`config.mk`:
```
export PLATFORM = sky130hd
export DESIGN_NAME = railway_xing_ctrl_flat
export DESIGN_NICKNAME = d
export VERILOG_FILES = /design/src/rtl/railway_xing_ctrl_if.sv /design/src/rtl/railway_xing_ctrl.sv /design/src/flat_wrapper.sv
export SDC_FILE = /design/constraint.sdc
export NUM_CORES = 1
export LEC_CHECK = 0
export CAP_MARGIN = 10
export CORE_MARGIN = 2
export CORE_UTILIZATION = 54
export DETAILED_ROUTE_END_ITERATION = 10
export PLACE_DENSITY = 0.79
export SLEW_MARGIN = 25
export SYNTH_ARGS = -nofsm -noshare
export SYNTH_HDL_FRONTEND = slang
export SYNTH_SLANG_ARGS = --single-unit
```
`constraint.sdc`:
```
create_clock -name clk -period 3.01 [get_ports clk]
set_input_delay 0.4515 -clock clk [delete_from_list [all_inputs] [get_ports clk]]
set_output_delay 0.4515 -clock clk [all_outputs]
set_load 0.03 [all_outputs]
```
`src/rtl/railway_xing_ctrl_if.sv`:
```
// railway_xing_ctrl_if: track sensors and operator override in, lights, gate and status out
interface railway_xing_ctrl_if #(
  parameter int NUM_TRACKS = 2,
  parameter int CNT_W      = 8
);
  logic [NUM_TRACKS-1:0] rail_detect;
  logic                  manual_close;
  logic [2:0]            light;
  logic [1:0]            gate;
  logic [2:0]            state;
  logic [CNT_W-1:0]      train_cnt;
  logic                  busy;
  modport master (output rail_detect, manual_close, input light, gate, state, train_cnt, busy);
  modport slave  (input rail_detect, manual_close, output light, gate, state, train_cnt, busy);
endinterface

```
`src/rtl/railway_xing_ctrl.sv`:
```
// railway_xing_ctrl: level-crossing sequencer (warn, lower, hold closed, raise) with saturating arrival counter
module railway_xing_ctrl #(
  parameter int NUM_TRACKS = 2,
  parameter int TW         = 8,
  parameter int WARN_CYC   = 4,
  parameter int LOWER_CYC  = 3,
  parameter int HOLD_CYC   = 5,
  parameter int RAISE_CYC  = 3,
  parameter int CNT_W      = 8
) (
  input logic               clk,
  input logic               reset,
  railway_xing_ctrl_if.slave bus
);
  typedef enum logic [2:0] {IDLE = 3'd0, WARN = 3'd1, LOWER = 3'd2, CLOSED = 3'd3, RAISE = 3'd4} state_t;
  state_t                st, nxt;
  logic [TW-1:0]         tmr, tmr_nxt;
  logic [NUM_TRACKS-1:0] rd_q, rise;
  logic [CNT_W+3:0]      sum;
  logic                  trig, done;
  assign trig = (|bus.rail_detect) | bus.manual_close;
  assign done = tmr == '0;
  assign rise = bus.rail_detect & ~rd_q;
  assign bus.state = st;
  always_comb begin
    nxt = IDLE;
    tmr_nxt = '0;
    case (st)
      IDLE: begin
        nxt = trig ? WARN : IDLE;
        tmr_nxt = trig ? TW'(WARN_CYC - 1) : '0;
      end
      WARN: begin
        nxt = done ? LOWER : WARN;
        tmr_nxt = done ? TW'(LOWER_CYC - 1) : tmr - 1'b1;
      end
      LOWER: begin
        nxt = done ? CLOSED : LOWER;
        tmr_nxt = done ? TW'(HOLD_CYC - 1) : tmr - 1'b1;
      end
      CLOSED: begin
        nxt = (trig || !done) ? CLOSED : RAISE;
        tmr_nxt = trig ? TW'(HOLD_CYC - 1) : done ? TW'(RAISE_CYC - 1) : tmr - 1'b1;
      end
      RAISE: begin
        // any occupancy while raising re-closes the gate immediately
        nxt = trig ? LOWER : done ? IDLE : RAISE;
        tmr_nxt = trig ? TW'(LOWER_CYC - 1) : done ? '0 : tmr - 1'b1;
      end
      default: ;
    endcase
  end
  always_comb begin
    sum = {4'b0, bus.train_cnt};
    for (int i = 0; i < NUM_TRACKS; i++) sum = sum + (CNT_W + 4)'(rise[i]);
  end
  always_ff @(posedge clk or negedge reset) begin
    if (!reset) begin
      st            <= IDLE;
      tmr           <= '0;
      rd_q          <= '0;
      bus.train_cnt <= '0;
      bus.light     <= 3'b001;
      bus.gate      <= 2'b00;
      bus.busy      <= 1'b0;
    end else begin
      st            <= nxt;
      tmr           <= tmr_nxt;
      rd_q          <= bus.rail_detect;
      bus.train_cnt <= (|sum[CNT_W+3:CNT_W]) ? '1 : sum[CNT_W-1:0];
      bus.light     <= nxt == IDLE ? 3'b001 : (nxt == WARN || nxt == RAISE) ? 3'b010 : 3'b100;
      bus.gate      <= nxt == LOWER ? 2'b01 : nxt == CLOSED ? 2'b11 : nxt == RAISE ? 2'b10 : 2'b00;
      bus.busy      <= nxt != IDLE;
    end
  end
endmodule

```
`src/flat_wrapper.sv`:
```
// flat-port wrapper written by rule: the top's interface ports become plain ports
module railway_xing_ctrl_flat 
#(
  parameter int NUM_TRACKS = 2,
  parameter int TW         = 8,
  parameter int WARN_CYC   = 4,
  parameter int LOWER_CYC  = 3,
  parameter int HOLD_CYC   = 5,
  parameter int RAISE_CYC  = 3,
  parameter int CNT_W      = 8
)
  (clk, reset, bus_rail_detect, bus_manual_close, bus_light, bus_gate, bus_state, bus_train_cnt, bus_busy);
  railway_xing_ctrl_if #(.NUM_TRACKS(NUM_TRACKS), .CNT_W(CNT_W)) bus_i ();
  input logic clk;
  input logic reset;
  input wire logic [$bits(bus_i.rail_detect)-1:0] bus_rail_detect;
  input wire logic [$bits(bus_i.manual_close)-1:0] bus_manual_close;
  output wire logic [$bits(bus_i.light)-1:0] bus_light;
  output wire logic [$bits(bus_i.gate)-1:0] bus_gate;
  output wire logic [$bits(bus_i.state)-1:0] bus_state;
  output wire logic [$bits(bus_i.train_cnt)-1:0] bus_train_cnt;
  output wire logic [$bits(bus_i.busy)-1:0] bus_busy;
  assign bus_i.rail_detect = bus_rail_detect;
  assign bus_i.manual_close = bus_manual_close;
  assign bus_light = bus_i.light;
  assign bus_gate = bus_i.gate;
  assign bus_state = bus_i.state;
  assign bus_train_cnt = bus_i.train_cnt;
  assign bus_busy = bus_i.busy;
  railway_xing_ctrl #(.NUM_TRACKS(NUM_TRACKS), .TW(TW), .WARN_CYC(WARN_CYC), .LOWER_CYC(LOWER_CYC), .HOLD_CYC(HOLD_CYC), .RAISE_CYC(RAISE_CYC), .CNT_W(CNT_W)) u_core (.clk(clk), .reset(reset), .bus(bus_i));
endmodule
```
**Word-level counts from Yosys, hierarchy flattened**

Index checks and enable logic that the tools add are counted.

- Register bits after elaboration: 27
- Input port bits: 5
- Output and inout bits: 17
- Logic and storage cells: 50

- $add $sub $neg: 3
- Equality and inequality tests: 8
- Muxes and demuxes: 20
- Bitwise gates (word level): 3
- Reduce and logical (&&, ||, !) cells: 9

Operator list:

| cell | count |
|---|---|
| $mux 8 | 6 |
| $pmux 8 s5 | 1 |
| $mux 3 | 5 |
| $pmux 3 s5 | 1 |
| $add 12x1->12 | 1 |
| $eq 3x2->1 const B | 4 |
| $mux 2 | 5 |
| $add 8x1->9 | 1 |
| $logic_not 8->1 | 1 |
| $sub 8x1->8 const B | 1 |
| $eq 3x1->1 const B | 2 |
| $eq 3x3->1 const B | 2 |
| $logic_not 3->1 | 2 |
| $reduce_or 4->1 | 1 |
| $reduce_bool 3->1 | 1 |
| $and 2x2->2 | 1 |
| $logic_or 1x1->1 | 2 |
| $mux 1 | 2 |
| $not 2->2 | 1 |
| $reduce_or 2->1 | 1 |
| $logic_not 1->1 | 1 |
| $or 1x1->1 | 1 |

**Logic depth before layout (Yosys ltp)**

- Depth after elaboration: 9
- Gate-level depth with buffers: 9
- Depth with buffers taken out: 9

**Least setup slack after synthesis**

No wires, ideal clock.

- Kind: in2reg
- Start point: in bus_rail_detect[0]
- End point: reg u_core.bus.train_cnt[5]
- Library setup time: 0.126 ns
- Data arrival time: 2.112 ns
- Data required time: 2.884 ns
- Path slack: 0.772 ns
- Cell stages on the path: 9
- Path buffers: 1
- Cell sequence: nor2b_1 > ha_1 > ha_1 > clkbuf_1 > nor2b_1 > o21ai_0 > a211o_1 > xnor2_1 > a311o_1

- Word-level cells in the longest chain between the ends: 5

Ends and longest elaborated chain:

| what | line | source |
|---|---|---|
| from (decl) | flat_wrapper.sv:16 | `input wire logic [$bits(bus_i.rail_detect)-1:0] bus_rail_detect;` |
| $and 2x2->2 * | railway_xing_ctrl.sv:23 | `assign rise = bus.rail_detect & ~rd_q;` |
| $add 8x1->9 * | railway_xing_ctrl.sv:55 | `for (int i = 0; i < NUM_TRACKS; i++) sum = sum + (CNT_W + 4)'(rise[i]);` |
| $add 12x1->12 * | railway_xing_ctrl.sv:55 |  |
| $reduce_or 4->1 | railway_xing_ctrl.sv:70 | `bus.train_cnt <= (\|sum[CNT_W+3:CNT_W]) ? '1 : sum[CNT_W-1:0];` |
| $mux 8 * | railway_xing_ctrl.sv:70 |  |
| to (signal assigned) | railway_xing_ctrl.sv:70 |  |
| to (decl) | railway_xing_ctrl_if.sv:14 | `modport slave (input rail_detect, manual_close, output light, gate, state, train_cnt, busy);` |

Every way passes the cells marked *; elsewhere a longest branch is shown, timed or not.

**Final worst setup path**

- Start point: in bus_rail_detect[0]
- End point: reg u_core.bus.train_cnt[2]

The elaborated chain is that of the path after synthesis.

==> impl_summary.md <==
Cells and area
Counting the fill cells in the layout gives ~220. The fraction of layout cells with a size suffix above 1 is 0.0681. 0 antenna diodes ended up in the layout. The final layout contains 204 nets. Compared with the post-synthesis result, the final layout area differs by 17.1%. For this run, the share of the core covered by cells in the final layout is 0.674. The count of non-filler cells in the finished layout is 222. The multi-input logic area is 882 µm². The area occupied by registers is 677 µm².

Clock network
The count of buffers added by post-CTS timing repair for setup is 0. The number of buffers added by the clock tree synthesis step is 3. The CTS tree is built. In this run the deepest clock path goes through 2 buffers.

Buffers inserted to repair hold after CTS numbered 0. Post-CTS repair changed the size of 0 cells. The clock slew seen by the registers of the worst setup and hold paths is 0.14 ns. The number of sinks driven by the clock tree is 27. The root buffer cell is clkbuf_4. The number of levels in the clock H-tree is 1.

The latest clock arrival within the worst-skew pair is 0.31 ns.

Worst setup path
STA puts the critical path data arrival time at approximately 2.6 ns. The start point of the critical path is bus_rail_detect[0]. The worst-case reg-to-reg path depth is 5. The startpoint of the most critical register-to-register path is u_core.tmr[2].

Data on the critical path is required at its endpoint by 3.24 ns. The critical path launch point type is an input port. Setup slack on the worst reg-to-reg path comes out at 0.70 ns. The end of the worst register-to-register path is u_core.tmr[2].

The critical path is of the input port to register type. The critical-path maximum fanout is 6. The worst setup path is captured at a register.

The capturing instance or port of the critical path is u_core.bus.train_cnt[2].

Drt
The average wire per standard cell is 14.1 µm. The overall via count from detail_route is 1331. The total routed wirelength is roughly 3100 µm. The number of search-and-repair iterations in the first detailed-routing pass is 4. Dividing the detail-routed via count by the number of cells gives approximately 6.0. The initial DRC count is 43. The number of remaining DRC errors is 0. The count of nets left with antenna violations once routing finished came out at 0.

STA
The worst hold margin is 0.489 ns. The final count of pins violating max slew is 0. Timing would allow up to 0.416 GHz. The transition time at the pin with the least slew margin is roughly 0.60 ns.

The relative slew slack is 0.596. The period utilization is 0.799. The hold violation count in the final report came to 0. The minimum clock period after layout is roughly 2.4 ns.

Setup repair after global routing left no endpoint under its margin. The final number of setup-violating endpoints is 0. Across the routed clock network, the largest skew measured is 0.00506 ns. The setup total negative slack is 0 ns.

Die
The floorplan core area is 2780 µm². For this design the top-level I/O count stands at 22. The initial utilization of the core area, before any placement, comes to 0.576. From left edge to right edge, the die measures 58.5 µm. The initialized floorplan defines 19 standard-cell rows. From bottom edge to top edge, the die measures 58.5 µm. The die covers 3420 µm².

Synth
Yosys printed 0 warnings. Of the synthesized area, sequential elements account for 0.423. The proportion of synthesized flip-flops having asynchronous set or reset is 1.00.

Synthesis produced 169 cells. Of all cell types, the one taking the most synthesized area is dfrtp_1. A synthesized cell averages 9.48 µm². The number of distinct library cells after synthesis is 46.

The number of enable flip-flop cells after synthesis is 0. The mapped netlist covers approximately 1600 µm². After synthesis, the cell types taking the most area are dfrtp_1 41%, ha_1 5.5%, xnor2_1 4.4%. The flip-flop and latch count after synthesis is 27. The number of nets handed over by synthesis was 181. Of the post-synthesis cell area, the dominant cell type holds 0.406. Among all flip-flop cells after synthesis, the most frequent one is dfrtp_1.

Place
The post-DP HPWL is 2380 µm. The count of buffers from port buffering is 21. The number of instances in the placed design is 218. The final estimated routing congestion in global placement is 0.839.

Global routing
The initial antenna violation count is 0. Entering global routing, the biggest net connects 28 pins. The via count of the first global-routing pass is 1286.

Summed over all layers, the global routing overflow is 0. The first global-routing pass estimated 5680 µm of wire. The overall routing resource usage is 0.210.

Power
The worst-case IR drop observed on VDD is about 0.74 mV. For this design the static power due to leakage is 0.751 nW. For this design the ratio of total power to cell area is 900 nW/µm².

Flow run
Max-cap violations in this run came to 0.

Min path
The min-delay analysis places its worst path in the category input port to async pin.

Outcome
The run finished with clean final reports.
## through the flow
step | instance area, µm² | worst slack [ns] | power, mW
6_report | 1880 | 0.606 | 1.69
5_1_grt | 1880 | 0.379 | 1.83
4_1_cts | 1880 | 0.582 | 1.70
3_5_place_dp | 1850 | 0.247 | 1.54
3_3_place_gp | 1850 | 0.317 | 1.52
2_1_floorplan | 1600 | 0.772 | 1.26
## cell type report
class                   count  share of cell area
well taps                  31              0.0207
flip-flops and latches     27               0.361
repair buffers             24               0.124
multi-input cells         131               0.470
clock buffers               4              0.0140
inverters                   5              0.0100
## kinds of logic after synthesis
logic type	after synthesis	synth area share
AO/OA/AOI/OAI	37	0.163
buffers and inverters	11	0.0266
flip-flops	27	0.423
adder cells (fa/ha/maj)	7	0.0547
XOR/XNOR	12	0.0656
AND/OR/NAND/NOR	73	0.255
multiplexers	2	0.0125
## worst max-delay path, cell delays in order
cell,delay (ns)
clkdlybuf4s50_1,0.42
nor2b_1,0.16
ha_1,0.18
ha_1,0.23
buf_4,0.18
nor4bb_1,0.28
a22oi_1,0.10
a31oi_1,0.32
nand2_1,0.10
a31oi_1,0.21
## power by group
group	leakage, nW	switching, mW	internal, mW
Clock	0.0150	0.0994	0.0516
Sequential	0.321	0.165	0.478
Combinational	0.415	0.483	0.412
## sequential cells by signal, summed over array words and instances, names as in the netlist
name / flops
u_core.bus.busy: 1
u_core.bus.gate: 2
u_core.bus.light: 3
u_core.bus.state: 3
u_core.bus.train_cnt: 8
u_core.rd_q: 2
u_core.tmr: 8
## layer usage
metal / part of all wire / wire length, µm / up-vias / track usage
met3: 0.024 / 74 / 2 / 0.0198
li1: - / - / 661 / -
met5: 0 / 0 / - / 0
met2: 0.52 / 1630 / 20 / 0.369
met1: 0.45 / 1410 / 648 / 0.283
met4: 0.0054 / 17 / 0 / 0.0465
## synth_stat cells, drive strengths merged, types with 2 or more instances
cell	instances
ha	7
nand2b	4
o21ai	5
a31oi	5
o31ai	3
nand4	3
nor4	2
xnor2	8
dfrtp	26
nor3b	3
a21oi	6
nor4b	3
nor2b	7
nor2	16
nor3	4
o21a	2
inv	5
nand2	14
or2	2
nand3	3
clkbuf	5
xor2	4
or3	3
and3	3
a211o	3
mux2i	2
a21boi	3
o22ai	2
## how the worst min path moves through the flow
stage / start / to / cells past startpoint
finish: reset / u_core.tmr[5] / 2
global route: reset / u_core.tmr[6] / 2
CTS: reset / u_core.tmr[6] / 2
detailed placement: u_core.tmr[0] / u_core.tmr[0] / 1
global placement: u_core.tmr[0] / u_core.tmr[0] / 1
floorplan: reset / u_core.bus.busy / 0
## placed cells by master, fill, tap and decap left out, types with 2 or more instances in the layout
cell and instances:
a211o_1 3, a21boi_0 3, a21oi_1 6, a31oi_1 5, and3_1 3, buf_4 3
clkbuf_4 3, clkdlybuf4s50_1 21, dfrtp_1 26, ha_1 7, inv_1 5, mux2i_1 2
nand2_1 14, nand2b_1 4, nand3_1 3, nand4_1 3, nor2_1 16, nor2b_1 7
nor3_1 4, nor3b_1 3, nor4_1 2, nor4b_1 2, o21a_1 2, o21ai_0 5
o31ai_1 3, or2_2 2, or3_1 3, xnor2_1 8, xor2_1 4
No activity file was read; power rests on OpenSTA's default activity.
